--- config.mk ---
export PLATFORM = sky130hd
export DESIGN_NAME = siaa_alu
export DESIGN_NICKNAME = d
export VERILOG_FILES = /design/src/rtl/siaa_alu.sv
export SDC_FILE = /design/constraint.sdc
export NUM_CORES = 1
export LEC_CHECK = 0
export ABC_AREA = 1
export CAP_MARGIN = 10
export CORE_MARGIN = 3
export CORE_UTILIZATION = 62
export CTS_CLUSTER_DIAMETER = 60
export DETAILED_ROUTE_END_ITERATION = 8
export DONT_BUFFER_PORTS = 1
export PLACE_DENSITY = 0.78
export SKIP_CTS_REPAIR_TIMING = 1
export SYNTH_ARGS = -nofsm -noshare
export SYNTH_HDL_FRONTEND = slang
export SYNTH_SLANG_ARGS = --single-unit
export TNS_END_PERCENT = 1
--- constraint.sdc ---
create_clock -name clk -period 3.65 [get_ports clk]
set_clock_uncertainty 0.2 [all_clocks]
set_input_delay 0.1825 -clock clk [delete_from_list [all_inputs] [get_ports clk]]
set_output_delay 0.1825 -clock clk [all_outputs]
set_load 0.01 [all_outputs]
--- src/rtl/siaa_alu.sv ---
// siaa_alu: 8-bit accumulator ALU for the SIAA datapath.
// R-type and I-type ops; result and flags are registered one cycle after the operands.
module siaa_alu (
    input  logic       clk,
    input  logic       rst_n,
    input  logic [7:0] acc,
    input  logic [7:0] opReg,
    input  logic [4:0] imm,
    input  logic       typeCode,
    input  logic [3:0] rOp,
    input  logic [2:0] iOp,
    input  logic       scIn,
    output logic [7:0] rslt,
    output logic       scOut,
    output logic       zero,
    output logic       branch
);

    typedef enum logic [3:0] {
        R_ADD, R_SUB, R_AND, R_OR, R_XOR, R_RXOR, R_SLR, R_SRR,
        R_LW, R_SW, R_EQ, R_SLT, R_BR, R_J, R_SET, R_LA
    } r_op_e;

    typedef enum logic [2:0] {
        I_ADDI, I_SUBI, I_ANDI, I_SLL, I_SRL, I_SETI, I_RSV6, I_RSV7
    } i_op_e;

    r_op_e      w_rop;
    i_op_e      w_iop;
    logic [7:0] w_imm_z;
    logic [7:0] w_b;
    logic [2:0] w_sh;
    logic [8:0] w_add;
    logic [8:0] w_sub;
    logic [8:0] w_shl;
    logic [8:0] w_shr;
    logic [7:0] w_rslt;
    logic       w_sc;
    logic       w_br;

    logic [7:0] r_rslt;
    logic       r_sc;
    logic       r_zero;
    logic       r_br;

    assign w_rop   = r_op_e'(rOp);
    assign w_iop   = i_op_e'(iOp);
    assign w_imm_z = {3'b000, imm};
    assign w_b     = typeCode ? w_imm_z : opReg;
    assign w_sh    = typeCode ? imm[2:0] : opReg[2:0];

    // Bit 8 of the add/sub is the unsigned carry/borrow.
    assign w_add = {1'b0, acc} + {1'b0, w_b} + {8'b0, scIn};
    assign w_sub = {1'b0, acc} - {1'b0, w_b} - {8'b0, scIn};

    // One guard bit beside acc catches the last bit shifted out (0 when amount is 0).
    assign w_shl = {1'b0, acc} << w_sh;
    assign w_shr = {acc, 1'b0} >> w_sh;

    always_comb begin
        w_rslt = '0;
        w_sc   = 1'b0;
        w_br   = 1'b0;
        if (!typeCode) begin
            case (w_rop)
                R_ADD:        begin w_rslt = w_add[7:0]; w_sc = w_add[8]; end
                R_SUB:        begin w_rslt = w_sub[7:0]; w_sc = w_sub[8]; end
                R_AND:        w_rslt = acc & opReg;
                R_OR:         w_rslt = acc | opReg;
                R_XOR:        w_rslt = acc ^ opReg;
                R_RXOR:       w_rslt = {7'b0, ^opReg};
                R_SLR:        begin w_rslt = w_shl[7:0]; w_sc = w_shl[8]; end
                R_SRR:        begin w_rslt = w_shr[8:1]; w_sc = w_shr[0]; end
                R_LW, R_SW,
                R_LA:         w_rslt = opReg;
                R_EQ:         w_rslt = {7'b0, acc == opReg};
                R_SLT:        w_rslt = {7'b0, $signed(acc) < $signed(opReg)};
                R_BR:         begin w_rslt = opReg; w_br = |acc; end
                R_J:          begin w_rslt = opReg; w_br = 1'b1; end
                R_SET:        w_rslt = acc;
                default:      ;
            endcase
        end else begin
            case (w_iop)
                I_ADDI:       begin w_rslt = w_add[7:0]; w_sc = w_add[8]; end
                I_SUBI:       begin w_rslt = w_sub[7:0]; w_sc = w_sub[8]; end
                I_ANDI:       w_rslt = acc & w_imm_z;
                I_SLL:        begin w_rslt = w_shl[7:0]; w_sc = w_shl[8]; end
                I_SRL:        begin w_rslt = w_shr[8:1]; w_sc = w_shr[0]; end
                I_SETI:       w_rslt = w_imm_z;
                default:      ;
            endcase
        end
    end

    always_ff @(posedge clk) begin
        if (!rst_n) begin
            r_rslt <= '0;
            r_sc   <= 1'b0;
            r_zero <= 1'b1;
            r_br   <= 1'b0;
        end else begin
            r_rslt <= w_rslt;
            r_sc   <= w_sc;
            r_zero <= (w_rslt == '0);
            r_br   <= w_br;
        end
    end

    assign rslt   = r_rslt;
    assign scOut  = r_sc;
    assign zero   = r_zero;
    assign branch = r_br;

endmodule

==> results.yml <==
clocking:
  path_clk_slew_ps: 50
  cts_sink_count: 11
  cts_root_buf: "clkbuf_8"
  clockBufferDepth: 2
  htree_num_levels: 1
  tritoncts.num_buffers: 3
  tritoncts: "built"
logic_synthesis:
  post_synthesis_cell_area_mm2: 0.003580
  yosys_most_used_dff: "dfxtp_1"
  syn_nets: 732
  synth_warnings: 0
  synth-edff-count: 0
  synth.ff_latch_count: 11
  synthArstFlopShare_pct: 0
  syn-instance-count: 649
  synth.distinct_cells: 36
  synth-seq-area-share_pct: 6.152
  synth.avg_cell_area_um2: 5.516
drt:
  detail_route.wl_per_cell_um: 17.44
  detailroute.via_count: 4544
  viasPerCell: 6.329
  route.final.wire_length_um: 12520
  ant_nets: 0
  route.detailed.drc: 0
  detailedRoute.firstIterationViolations: 604
  drt_first_pass_iters: 6
timing:
  hold_violations: 8
  tightestPinTransition_ps: 1027
  final.period_utilization_pct: 83.79
  finalWorstPathRequiredPeriod_ps: 3058
  fin_setup_tns_ps: 0
  final_worst_hold_slack_ps: -31.82
  grt_setup_unrepaired: "no"
  fmax_mhz: 327.0
  finalSetupViolCount: 0
  worst_slew_margin_rel_pct: 31.50
  timing.final.max_slew_violations: 0
outcome:
  violations: "hold timing"
  status: "complete, but fails checks"
placed_design:
  finalWeightedCongestion: 1.073
  hpwl_um: 10100
  port_buffers: 0
  placed_area_mm2: 0.003585
worst_hold_path:
  min_path_type: "in -> reg"
  hp-start: "typeCode"
setup_path:
  crit_path_launch_type: "primary input"
  max_stage_delay_ps: 560
  endpoint_kind: "flop"
  startpoint_to_endpoint_class_of_the_critical_path: "in -> reg"
  worst_setup_path_startpoint: "typeCode"
  critPathRequiredTime_ps: 3610
  critical_path_peak_fanout: 23
  critPathArrivalTime_ps: 3020
  worst_path_max_delay_cell: "dlygate4sd3_1"
  path_buf_inv: 4
  cp_cell_sequence: "inv_4, nand2_2, nand2_4, fa_1, inv_1, fa_1, inv_1, nand4_1, nand3_1, a21oi_1, o21bai_1, nand2_1, nand4_1, nand2_1, dlygate4sd3_1, a21oi_1"
  critPathTopFamily: "buffers and inverters"
global_routing:
  overflow: 0
  grt_first_pass_wirelength_um: 19370
  via_count_of_the_first_global_routing_pass: 3929
  grt_max_degree: 25
  grtUsageTotal_pct: 37.42
  grt_antenna_before_repair: 0
layout:
  final_cell_mix: "nand2_1, nand3_1, inv_1, nor2_1, ha_1"
  number_of_nets_in_the_layout: 730
  postLayoutCoreUtil_pct: 66.24
  multi_input_area_mm2: 0.002949
  fraction_of_layout_instances_using_a_drive_strength_above_1_pct: 4.180
  area_growth_pct: 2.517
  sequential_cell_area_um2: 220.2
  antennaDiodeCount: 0
  design_area_mm2: 0.003670
  layout_commonest_cell: "nand2_1"
  fill_cells: 535
die:
  floorplan.io_pins: 43
  initial_core_util_pct: 64.61
  die_footprint_mm2: 0.006722
  floorplan.die.height_um: 81.99
  core_rows: 27
  dieWidth_um: 81.99
  core_area_mm2: 0.005540
pwr:
  max-vdd-ir-drop_mv: 0.2416
  power_density_of_the_placed_cells_mw_per_mm2: 213.9
  power_leakage_nw: 2.019
flow_run:
  max-cap-violations: 0
-- registers in the layout (all words and copies together) (netlist names) --
| register | cells |
|---|---|
| branch | 1 |
| rslt | 8 |
| scOut | 1 |
| zero | 1 |
-- area by class of cell --
cell class | instances | share of cell area [%]
clock buffer | 4 | 1.227
inverter | 82 | 8.456
sequential | 11 | 6.001
tap | 72 | 2.455
timing repair buffer | 6 | 1.500
multi-input combinational | 543 | 80.36
-- per-layer routing --
| metal | routed length (um) | vias to the layer above | global-route usage, % |
|---|---|---|---|
| met3 | 1700 | 52 | 7.237 |
| li1 | - | 2129 | - |
| met2 | 5390 | 373 | 57.51 |
| met1 | 4853 | 1990 | 51.14 |
| met5 | 0 | - | 0 |
| met4 | 580 | 0 | 14.29 |
-- worst paths after layout --
path | depth (start not counted) | slack (ps) | end
worst max-delay path | 16 | 590 | scOut$_SDFF_PN0_
worst min-delay path | 2 | -30 | rslt[7]$_SDFF_PN0_
-- synthesized netlist by cell type, types with 5 or more instances --
master / number / area, um^2
nor2_1: 78 / 292.8
buf_2: 5 / 25.02
nand2_1: 182 / 683.2
inv_1: 78 / 292.8
nand3_1: 128 / 640.6
nand2_2: 6 / 37.54
ha_1: 47 / 588.1
dfxtp_1: 11 / 220.2
o21ai_0: 17 / 85.08
nand4_1: 23 / 143.9
buf_6: 6 / 67.56
a21oi_1: 19 / 95.09
-- stage by stage --
stage                     worst slack (ps)  instances  hold WS [ps]  power [mW]
final                                591.6        718        -31.82      0.7850
after global routing                 443.9        718         7.233      0.8425
after CTS                             1121        714        -186.5      0.7558
after detailed placement             883.4        710         58.25      0.6351
after global placement               900.9        710         54.59      0.6280
after floorplan                      875.4        649         51.53      0.5352
-- logic make-up (layout without fill, tap and decap cells) --
logic type	Yosys count	after routing	share of synthesized area [%]
AO/OA/AOI/OAI	51	51	8.179
XOR/XNOR	6	6	1.468
adder cells (fa/ha/maj)	51	51	18.66
buffers and inverters	95	92	11.46
flip-flops	11	11	6.152
AND/OR/NAND/NOR	435	435	54.07
-- power breakdown --
part,switching (mW),total [mW],internal [mW]
Combinational,0.354,0.523,0.170
Sequential,0.00853,0.139,0.131
Clock,0.0456,0.122,0.0767
Total,0.408,0.785,0.377
Power figures use the tool's default switching activity.
